--- src/rtl/led_pulse_defs.sv ---
// Shared state encodings for the LED pulse stretcher.
package led_pulse_defs;

    typedef enum logic [1:0] {
        ST_IDLE = 2'd0,
        ST_ON   = 2'd1,
        ST_GAP  = 2'd2
    } state_e;

endpackage

--- src/rtl/up_counter.sv ---
// Free-running up counter with synchronous clear taking priority over enable.
module up_counter #(
    parameter int WIDTH = 16
) (
    input  logic             clk,
    input  logic             clr_i,
    input  logic             en_i,
    output logic [WIDTH-1:0] cnt_o
);

    logic [WIDTH-1:0] cnt_q;

    always_ff @(posedge clk) begin
        if (clr_i) begin
            cnt_q <= '0;
        end else if (en_i) begin
            cnt_q <= cnt_q + WIDTH'(1);
        end
    end

    assign cnt_o = cnt_q;

endmodule

--- src/rtl/led_pulse_stretcher.sv ---
// Stretches single-cycle event strobes into fixed ON/OFF pulses,
// queueing events that arrive while a pulse or gap is running.
module led_pulse_stretcher
    import led_pulse_defs::*;
#(
    parameter int WIDTH      = 16,
    parameter int ON_TIME    = 10000,
    parameter int OFF_TIME   = 10000,
    parameter int PEND_WIDTH = 4
) (
    input  logic                  clk,
    input  logic                  rst_n,
    input  logic                  trig,
    input  logic                  clr_ovf,
    output logic                  out,
    output logic                  busy,
    output logic [PEND_WIDTH-1:0] pending,
    output logic                  overflow
);

    localparam logic [PEND_WIDTH-1:0] PEND_MAX = '1;
    localparam logic [WIDTH-1:0]      ON_LAST  = WIDTH'(ON_TIME - 1);
    localparam logic [WIDTH-1:0]      OFF_LAST = WIDTH'(OFF_TIME - 1);

    state_e                state_q, state_d;
    logic [PEND_WIDTH-1:0] pend_q, pend_d;
    logic                  ovf_q, ovf_d;
    logic                  out_q, busy_q;
    logic [WIDTH-1:0]      timer;
    logic                  phase_end;
    logic                  queue;
    logic                  consume;
    logic                  timer_clr;

    // Holding the timer clear in IDLE guarantees every pulse starts at zero.
    assign timer_clr = phase_end | ~rst_n | (state_q == ST_IDLE);

    up_counter #(
        .WIDTH(WIDTH)
    ) u_timer (
        .clk  (clk),
        .clr_i(timer_clr),
        .en_i (1'b1),
        .cnt_o(timer)
    );

    always_comb begin
        state_d   = state_q;
        pend_d    = pend_q;
        ovf_d     = ovf_q & ~clr_ovf;
        phase_end = 1'b0;
        queue     = 1'b0;
        consume   = 1'b0;
        unique case (state_q)
            ST_IDLE: begin
                if (trig) state_d = ST_ON;
            end
            ST_ON: begin
                queue = trig;
                if (timer == ON_LAST) begin
                    state_d   = ST_GAP;
                    phase_end = 1'b1;
                end
            end
            ST_GAP: begin
                if (timer == OFF_LAST) begin
                    phase_end = 1'b1;
                    if (pend_q != '0) begin
                        state_d = ST_ON;
                        consume = 1'b1;
                        queue   = trig;
                    end else if (trig) begin
                        state_d = ST_ON;
                    end else begin
                        state_d = ST_IDLE;
                    end
                end else begin
                    queue = trig;
                end
            end
            default: state_d = ST_IDLE;
        endcase

        // A consume frees a slot, so a simultaneous queue never overflows.
        if (consume && !queue) begin
            pend_d = pend_q - PEND_WIDTH'(1);
        end else if (queue && !consume) begin
            if (pend_q == PEND_MAX) ovf_d = 1'b1;
            else pend_d = pend_q + PEND_WIDTH'(1);
        end
    end

    always_ff @(posedge clk) begin
        if (!rst_n) begin
            state_q <= ST_IDLE;
            pend_q  <= '0;
            ovf_q   <= 1'b0;
            out_q   <= 1'b0;
            busy_q  <= 1'b0;
        end else begin
            state_q <= state_d;
            pend_q  <= pend_d;
            ovf_q   <= ovf_d;
            out_q   <= (state_d == ST_ON);
            busy_q  <= (state_d != ST_IDLE);
        end
    end

    assign out      = out_q;
    assign busy     = busy_q;
    assign pending  = pend_q;
    assign overflow = ovf_q;

endmodule

--- config.mk ---
export PLATFORM = sky130hd
export DESIGN_NAME = led_pulse_stretcher
export DESIGN_NICKNAME = d
export VERILOG_FILES = /design/src/rtl/led_pulse_defs.sv /design/src/rtl/up_counter.sv /design/src/rtl/led_pulse_stretcher.sv
export SDC_FILE = /design/constraint.sdc
export NUM_CORES = 1
export LEC_CHECK = 0
export ABC_AREA = 0
export CORE_MARGIN = 2
export CORE_UTILIZATION = 51
export CTS_CLUSTER_DIAMETER = 120
export CTS_CLUSTER_SIZE = 14
export DETAILED_ROUTE_END_ITERATION = 12
export PLACE_DENSITY = 0.74
export SYNTH_ARGS = -nofsm -noshare
export SYNTH_HDL_FRONTEND = slang
export SYNTH_SLANG_ARGS = --single-unit
export TNS_END_PERCENT = 50
--- constraint.sdc ---
create_clock -name clk -period 2.71 [get_ports clk]
set_input_delay 0.6775 -clock clk [delete_from_list [all_inputs] [get_ports clk]]
set_output_delay 0.6775 -clock clk [all_outputs]
set_load 0.01 [all_outputs]
[After elaboration in Yosys (flattened, before gate mapping)]
Index checks and enable logic that the tools add are counted.
Storage, ports and cells
  input port bits: 4
  memories: 0
  output and inout port bits: 7
  bits in writable memories: 0
  bits in read-only memories: 0
  latch bits: 0
  bits in registers: 25
  logic and storage cells: 50
Operators by class
  equal/unequal tests: 6
  bitwise gates (word level): 5
  $lt $le $gt $ge: 0
  mux-type cells: 20
  reductions and logical operators: 10
  $mul: 0
  shifts and indexed selects: 0
  divide/modulo/power cells: 0
  add/sub/neg operators: 3
Operators by type and width (count)
  $add 16x1->16 const B: 1
  $eq 16x14->1 const B: 1
  $mux 1: 12
  $mux 4: 3
  $mux 2: 3
  $pmux 2 s3: 1
  $add 4x1->4 const B: 1
  $eq 2x1->1 const B: 2
  $eq 4x4->1 const B: 1
  $reduce_bool 2->1: 2
  $reduce_bool 4->1: 1
  $sub 4x1->4 const B: 1
  $eq 2x2->1 const B: 1
  $logic_and 1x1->1: 2
  $logic_not 1->1: 2
  $logic_not 2->1: 1
  $ne 2x2->1 const B: 1
  $not 1->1: 2
  $or 1x1->1: 2
  $pmux 1 s2: 1
  $reduce_and 2->1: 1
  $reduce_or 2->1: 1
  $and 1x1->1: 1

[Depth between registers and ports, before layout]
Gate-level depths: netlist of run 1.
  depth in word-level cells: 8
  mapped depth: 11
  gate-level depth less buffers: 11

[By module]
A second synthesis of run 1 with hierarchy kept.
Unflattened totals
  cell total of the unflattened synthesis: 162
  area, all modules: 1456.4 um2
Modules (own cells, without submodules)
  up_counter: cells each 83, area an instance 757.0 um2, instances 1, sequential area each 320.3 um2
  led_pulse_stretcher: cells each 79, area an instance 699.4 um2, instances 1, sequential area each 180.2 um2

[Worst setup path after synthesis of run 1]
Ideal clock, no wire load.
  path kind: reg-to-reg
  start point: reg u_timer.cnt_q[0], in the netlist u_timer.cnt_o[0]
  end point: reg pend_q[3], in the netlist pending[3]
  period minus slack after synthesis: 2531 ps
  data arrival time: 2471 ps
  data required time: 2650 ps
  path slack: 179 ps
  setup time: 60 ps
  stages on the path, launching flop included: 12
  path buffers: 0
  path through: dfxtp_1 > ha_1 > and3_1 > nand4_2 > and2_1 > o311ai_1 > ha_1 > ha_1 > a21o_1 > a21oi_1 > o21bai_1 > o2111a_1
On the way
  word-level cells in the longest chain between the ends: 7
  elaborated cells on any way between the ends: 13
  classes of those cells: 2 x eq/ne; 5 x mux; 6 x reduce/logical
RTL lines
  start: declaration: line up_counter.sv:11  | logic [WIDTH-1:0] cnt_q;
  start signal: assignment: line up_counter.sv:17  | cnt_q <= cnt_q + WIDTH'(1);
  $eq 16x14->1 (*): line led_pulse_stretcher.sv:66  | if (timer == OFF_LAST) begin
  $mux 1: line led_pulse_stretcher.sv:66
  $pmux 1 s2 or $mux 1 (tied branches): line led_pulse_stretcher.sv:54  | unique case (state_q)
  $logic_not 1->1, on equally long branches: line led_pulse_stretcher.sv:85, led_pulse_stretcher.sv:87
  $logic_and 1x1->1, on equally long branches: line led_pulse_stretcher.sv:85, led_pulse_stretcher.sv:87
  $ne 2x2->1 (no line) or $reduce_bool 2->1 (tied branches)
  $reduce_and 2->1 (no line)
  end signal: assignment: line led_pulse_stretcher.sv:102  | pend_q <= pend_d;
  end: declaration: line led_pulse_stretcher.sv:26  | logic [PEND_WIDTH-1:0] pend_q, pend_d;
Every way passes the cells marked *; elsewhere a longest branch is shown, timed or not.
A chain may end at the register's enable or synchronous reset.

[Worst setup path after layout of run 1]
Same ends and word-level chain as after synthesis.

==> results of run 1 <==
final cells by class:
type / instances / area (um^2)
fill: 226 / 913
inverter: 13 / 48.8
timing repair buffer: 17 / 153
tap: 30 / 37.5
clock buffer: 4 / 26.3
sequential: 25 / 503
multi-input combinational: 114 / 841
path summary, 6_finish.rpt:
| check | to | slack (ps) | cells after the start |
|---|---|---|---|
| setup / recovery | pending[3] | 140 | 11 |
| hold / removal | overflow | 520 | 2 |
| setup reg to reg | pending[3] | 140 | 11 |
| hold reg to reg | overflow | 520 | 2 |
timing repair:
action,CTS,global route
endpoints found under the setup margin,1,2
pin swaps,1,1
resized for setup,2,5
buffers inserted,0,2
per-layer routing:
layer,part of all wire [%],track usage (%),wire (um)
met1,47,25.3,1230
met2,47,28.7,1230
met3,3.9,3.49,101
met4,1.2,5.78,30
met5,0,0,0
cells by family after synthesis:
logic type	synth area share [%]
buf+inv	4.36
xor+xnor	8.27
simple gates	26.4
compound gates	12.8
fa+ha+maj	9.63
mux	2.18
flops	36.3
power by group through the flow:
stage / Clock [mW] / Combinational [mW] / Sequential [mW]
5_1_grt: 0.186 / 0.0609 / 0.381
4_1_cts: 0.168 / 0.0519 / 0.380
3_5_place_dp: 0 / 0.0515 / 0.388
3_3_place_gp: 0 / 0.0497 / 0.387
6_report: 0.162 / 0.0538 / 0.380
2_1_floorplan: 0 / 0.0286 / 0.389
registers in the layout (all words and copies together), names as in the netlist:
signal / count
u_timer.cnt_o: 16
pending: 4
overflow: 1
state_q: 2
busy: 1
out: 1
through the flow:
stage	hold WS (ps)	cells	util, %
after floorplan	426	154	-
after global placement	437	197	61.1
after detailed placement	463	197	61.1
after CTS	443	201	62.3
after global routing	539	203	63.8
final	522	203	63.8
critical path: stages, from the launching register on:
cell	delay [ps]
dfxtp_2	360
ha_2	200
and3_4	190
nand4_2	100
and2_1	200
o311ai_2	240
ha_2	290
ha_1	250
a21o_1	180
a21oi_1	160
o21bai_1	120
o2111a_1	220
cells in the final DEF (no fill, tap or decap), drive strengths merged, types with 2 or more instances in the layout:
| cell | count |
|---|---|
| a21oi | 6 |
| nor2b | 3 |
| nor4 | 3 |
| dfxtp | 25 |
| nor4b | 4 |
| xnor2 | 12 |
| o21ai | 8 |
| nor2 | 20 |
| ha | 9 |
| and3 | 3 |
| buf | 7 |
| clkbuf | 4 |
| and2 | 2 |
| nor3 | 3 |
| or3 | 2 |
| nand2b | 3 |
| nand3 | 5 |
| inv | 13 |
| clkdlybuf4s50 | 10 |
| nand2 | 8 |
| nand4 | 2 |
| mux2i | 3 |
==> metrics.txt, run 1 <==
status=complete, no violations; CTS sink cnt=25; register share of total power=63.7%; CP required=2970 ps; die width=56.0 um; CTS HTree Levels=1; Synth area leader=dfxtp_1; Starting DRT DRC Count=30; placed cell areas=0.00154 mm^2; Net Sw Frac=23.3%; top post-synthesis cells by count=dfxtp_1, nor2_1, inv_1; DRC viols=0; Antenna Cells=0; Ys Warns=0; top post-synthesis cells by area=dfxtp_1, ha_1, xnor2_1; Max VDD drop=roughly 0.3 mV; die area=0.00313 mm^2; CTS tree=yes; FF-to-FF Start=u_timer.cnt_o[0]; Syn Nets=168; critical path startpoint category=flip-flop; # IOs=11; Clock Power Share=27.3%; clock period minus worst slack=2570 ps; RSZ-0062 raised after global routing=false; Avg Synthesized Cell Area=8.95 um^2; Worst Slack Setup Final=144 ps; # rows=18; power per cell area=~370 mW/mm^2; CP Max Fanout=7; Cell variety after synth=44; final worst-path cycle share=94.7%; hpwl dp=1960 um; Final setup viols=0; Hold Crit Class=flip-flop to flip-flop; Clock transition at path regs=130 ps; CP Class=flip-flop to flip-flop; first-pass GRT wire length=4700 um; DR vias=1,139; #FFs+latches synth=25; sequential area share after synthesis=36.3%; Core Box Area=0.00252 mm^2; Min-Delay Startpoint=overflow; worst relative slew slack=55.8%; prevailing post-synth register cell=dfxtp_1; Cells after Synth=~150; vias in the first global route=approximately 1,100; final WL=2590 um; IO buf count=10; drt wl/cell=about 13 um; Fin. Hold Viols=0; most frequent cell after synthesis=dfxtp_1; # hold bufs at CTS=0; asr flop ratio synth=0%; Final GP Congestion=0.789; design area=roughly 0.0016 mm^2; Layout area overhead=16.8%; fin. max-slew vios=0; max-cap violations=0; top-area cell type share of the netlist area=36.3%; final setup TNS=0 ps; P_int=457 uW; CP arrival=2820 ps; measured slew at the worst slew-check pin=between 600 and 700 ps; Max Clock Freq=0.390 GHz; GRT Total Usage=18.3%; nets@finish=188; sw power=139 uW; worst clock skew=3.04 ps; initial antenna violation count=0; number of flops mapped to enable cells by yosys=0; Critical path origin=u_timer.cnt_o[0]; drt first pass iters=4; Die Y=56.0 um; grt ovf=0; share of cells above drive strength 1=13.3%; crit end category=flip-flop; Final Power=596 uW; share of power burned in combinational logic=9.0%; leakage power=0.622 nW; remaining antenna violation count after routing=0; CTS buffer count=3; Synth Cell Area=0.00138 mm^2; vias per cell=around 5.6; CTS Root Cell=clkbuf_4; Worst-Skew Late Latency=310 ps; Initial Utilization=between 50% and 60%; largest net degree at the start of global routing=17; clk buf depth=2; Setup WS pre-CTS=-23.1 ps
Note: power is estimated with default switching activity, not from simulation.
==> run 2: changes to the inputs <==
- CORE_ASPECT_RATIO: default -> 1.2
==> run 2 against run 1 <==
Effect of this change: via count unchanged; register-to-register slack better by 40 ps; critical path depth did not move; first-iteration DRC count rose by 13%; critical path type unchanged; critical endpoint unchanged; highest routed layer is now met3.
==> metrics.txt, run 2 (synthesis results as in run 1) <==
WHS Endpoint=u_timer.cnt_o[0]; status=complete, no violations; die width=~51 um; share of cells above drive strength 1=15.5%; CP Max Fanout=6; power per cell area=370 mW/mm^2; design area=0.00163 mm^2; Min Hold Slack=443 ps; measured slew at the worst slew-check pin=667 ps; share of power burned in combinational logic=under 10%; placed cell areas=0.00155 mm^2; critical path startpoint category=flip-flop; final core occ=between 60% and 70%; R2R depth=11; largest net degree at the start of global routing=17; CTS tree=yes; CTS Root Cell=clkbuf_4; worst hold path cell count=1; grt ovf=0; max reg flops=16; register share of total power=~63%; GRT Total Usage=17.9%; Min-Delay Startpoint=u_timer.cnt_o[0]; Max Clock Freq=0.396 GHz; worst clock skew=12.2 ps; CP arrival=2790 ps; Antenna Cells=0; worst r2r dst=pending[3]; FF-to-FF Start=u_timer.cnt_o[0]; # rows=20; max-cap violations=0; CP required=2980 ps; vias per cell=5.50; clock period minus worst slack=2530 ps; final WL=2640 um; Final Power=just over 600 uW; die area=0.00313 mm^2; Max VDD drop=~0.37 mV; first-pass GRT wire length=4400 um; Non-Filler Instances=207; final worst-path cycle share=93.3%; # IOs=11; fin. max-slew vios=0; hpwl dp=1900 um; crit end category=flip-flop; IO buf count=10; # fillers=224; Clock transition at path regs=150 ps; initial antenna violation count=0; Initial Utilization=54.0%; clk buf depth=2; worst relative slew slack=55.5%; leakage power=0.629 nW; Layout area overhead=18.3%; remaining antenna violation count after routing=0; Critical path origin=u_timer.cnt_o[0]; Setup WS pre-CTS=34.1 ps; sw power=roughly 150 uW; Core Box Area=0.00255 mm^2; final setup TNS=0 ps; commonest non-fill, non-tap cells in the layout=dfxtp_1, nor2_1, inv_1; Clock Power Share=between 20% and 30%; nets@finish=around 190; drt first pass iters=4; CTS HTree Levels=1; Worst-Skew Late Latency=about 320 ps; DR vias=1,139; Worst Slack Setup Final=about 180 ps; P_int=455 uW; drt wl/cell=~13 um; Fin. Hold Viols=0; vias in the first global route=1,052; Hold Crit Class=flip-flop to flip-flop; Final setup viols=0; CTS buffer count=3; r2r setup slk=~180 ps; CTS sink cnt=25; Die Y=60.9 um; Final GP Congestion=about 0.8; Net Sw Frac=about 25%; placed insts=200; commonest non-fill, non-tap cell in the layout=dfxtp_1; CP Class=flip-flop to flip-flop; DRC viols=0; Starting DRT DRC Count=34
-- run 2: cell count changes in the layout (fill, tap and decap cells not counted), sizes merged --
cell,delta
buf,+1
clkbuf,-1
clkinvlp,+1
-- run 2: worst max path at each step --
| stage | to | slack [ps] | depth (start not counted) |
|---|---|---|---|
| after floorplan | pending[3] | 180 | 11 |
| after global placement | pending[3] | 150 | 8 |
| after detailed placement | pending[3] | 30 | 11 |
| after CTS | pending[3] | 30 | 11 |
| after global routing | pending[3] | -0.1 | 10 |
| final | pending[3] | 180 | 11 |
-- run 2: area by class of cell --
| type | instances | area (um^2) | area share (%) |
|---|---|---|---|
| clock buffers | 3 | 22.5 | 1.38 |
| flip-flops and latches | 25 | 503 | 30.9 |
| multi-input cells | 114 | 847 | 52.0 |
| repair buffers | 18 | 160 | 9.82 |
| inverters | 13 | 48.8 | 2.99 |
| well taps | 33 | 41.3 | 2.53 |
| clock inverters | 1 | 7.51 | 0.460 |
-- run 2: worst max-delay path, stage by stage (launching register included) --
cell and delay, ps:
dfxtp_2 380, ha_2 200, and3_4 190, nand4_2 110, and2_4 190, o311ai_2 220, ha_2 290, ha_1 240
a21o_1 190, a21oi_2 140, o21bai_1 120, o2111a_1 190
-- run 2: repair_timing --
action,in CTS,in global routing
hold buffers,0,0
hold endpoints to repair,0,0
endpoints found under the setup margin,1,3
setup buffers,0,3
pin swaps,0,2
resized for setup,1,8
-- run 2: per-layer routing --
metal  up-vias  track usage [%]  wire length (um)
li1        580                -                 -
met1       540             23.6              1300
met2        19             31.1              1260
met3         0             2.22                82
met4         0             4.51                 0
met5         -                0                 0
-- run 2: power groups by stage --
| stage | Combinational (mW) | Clock (mW) | Sequential (mW) |
|---|---|---|---|
| CTS | 0.0512 | 0.180 | 0.380 |
| finish | 0.0525 | 0.172 | 0.380 |
| global route | 0.0584 | 0.192 | 0.381 |
| floorplan | 0.0286 | 0 | 0.389 |
| global placement | 0.0490 | 0 | 0.387 |
| detailed placement | 0.0510 | 0 | 0.387 |
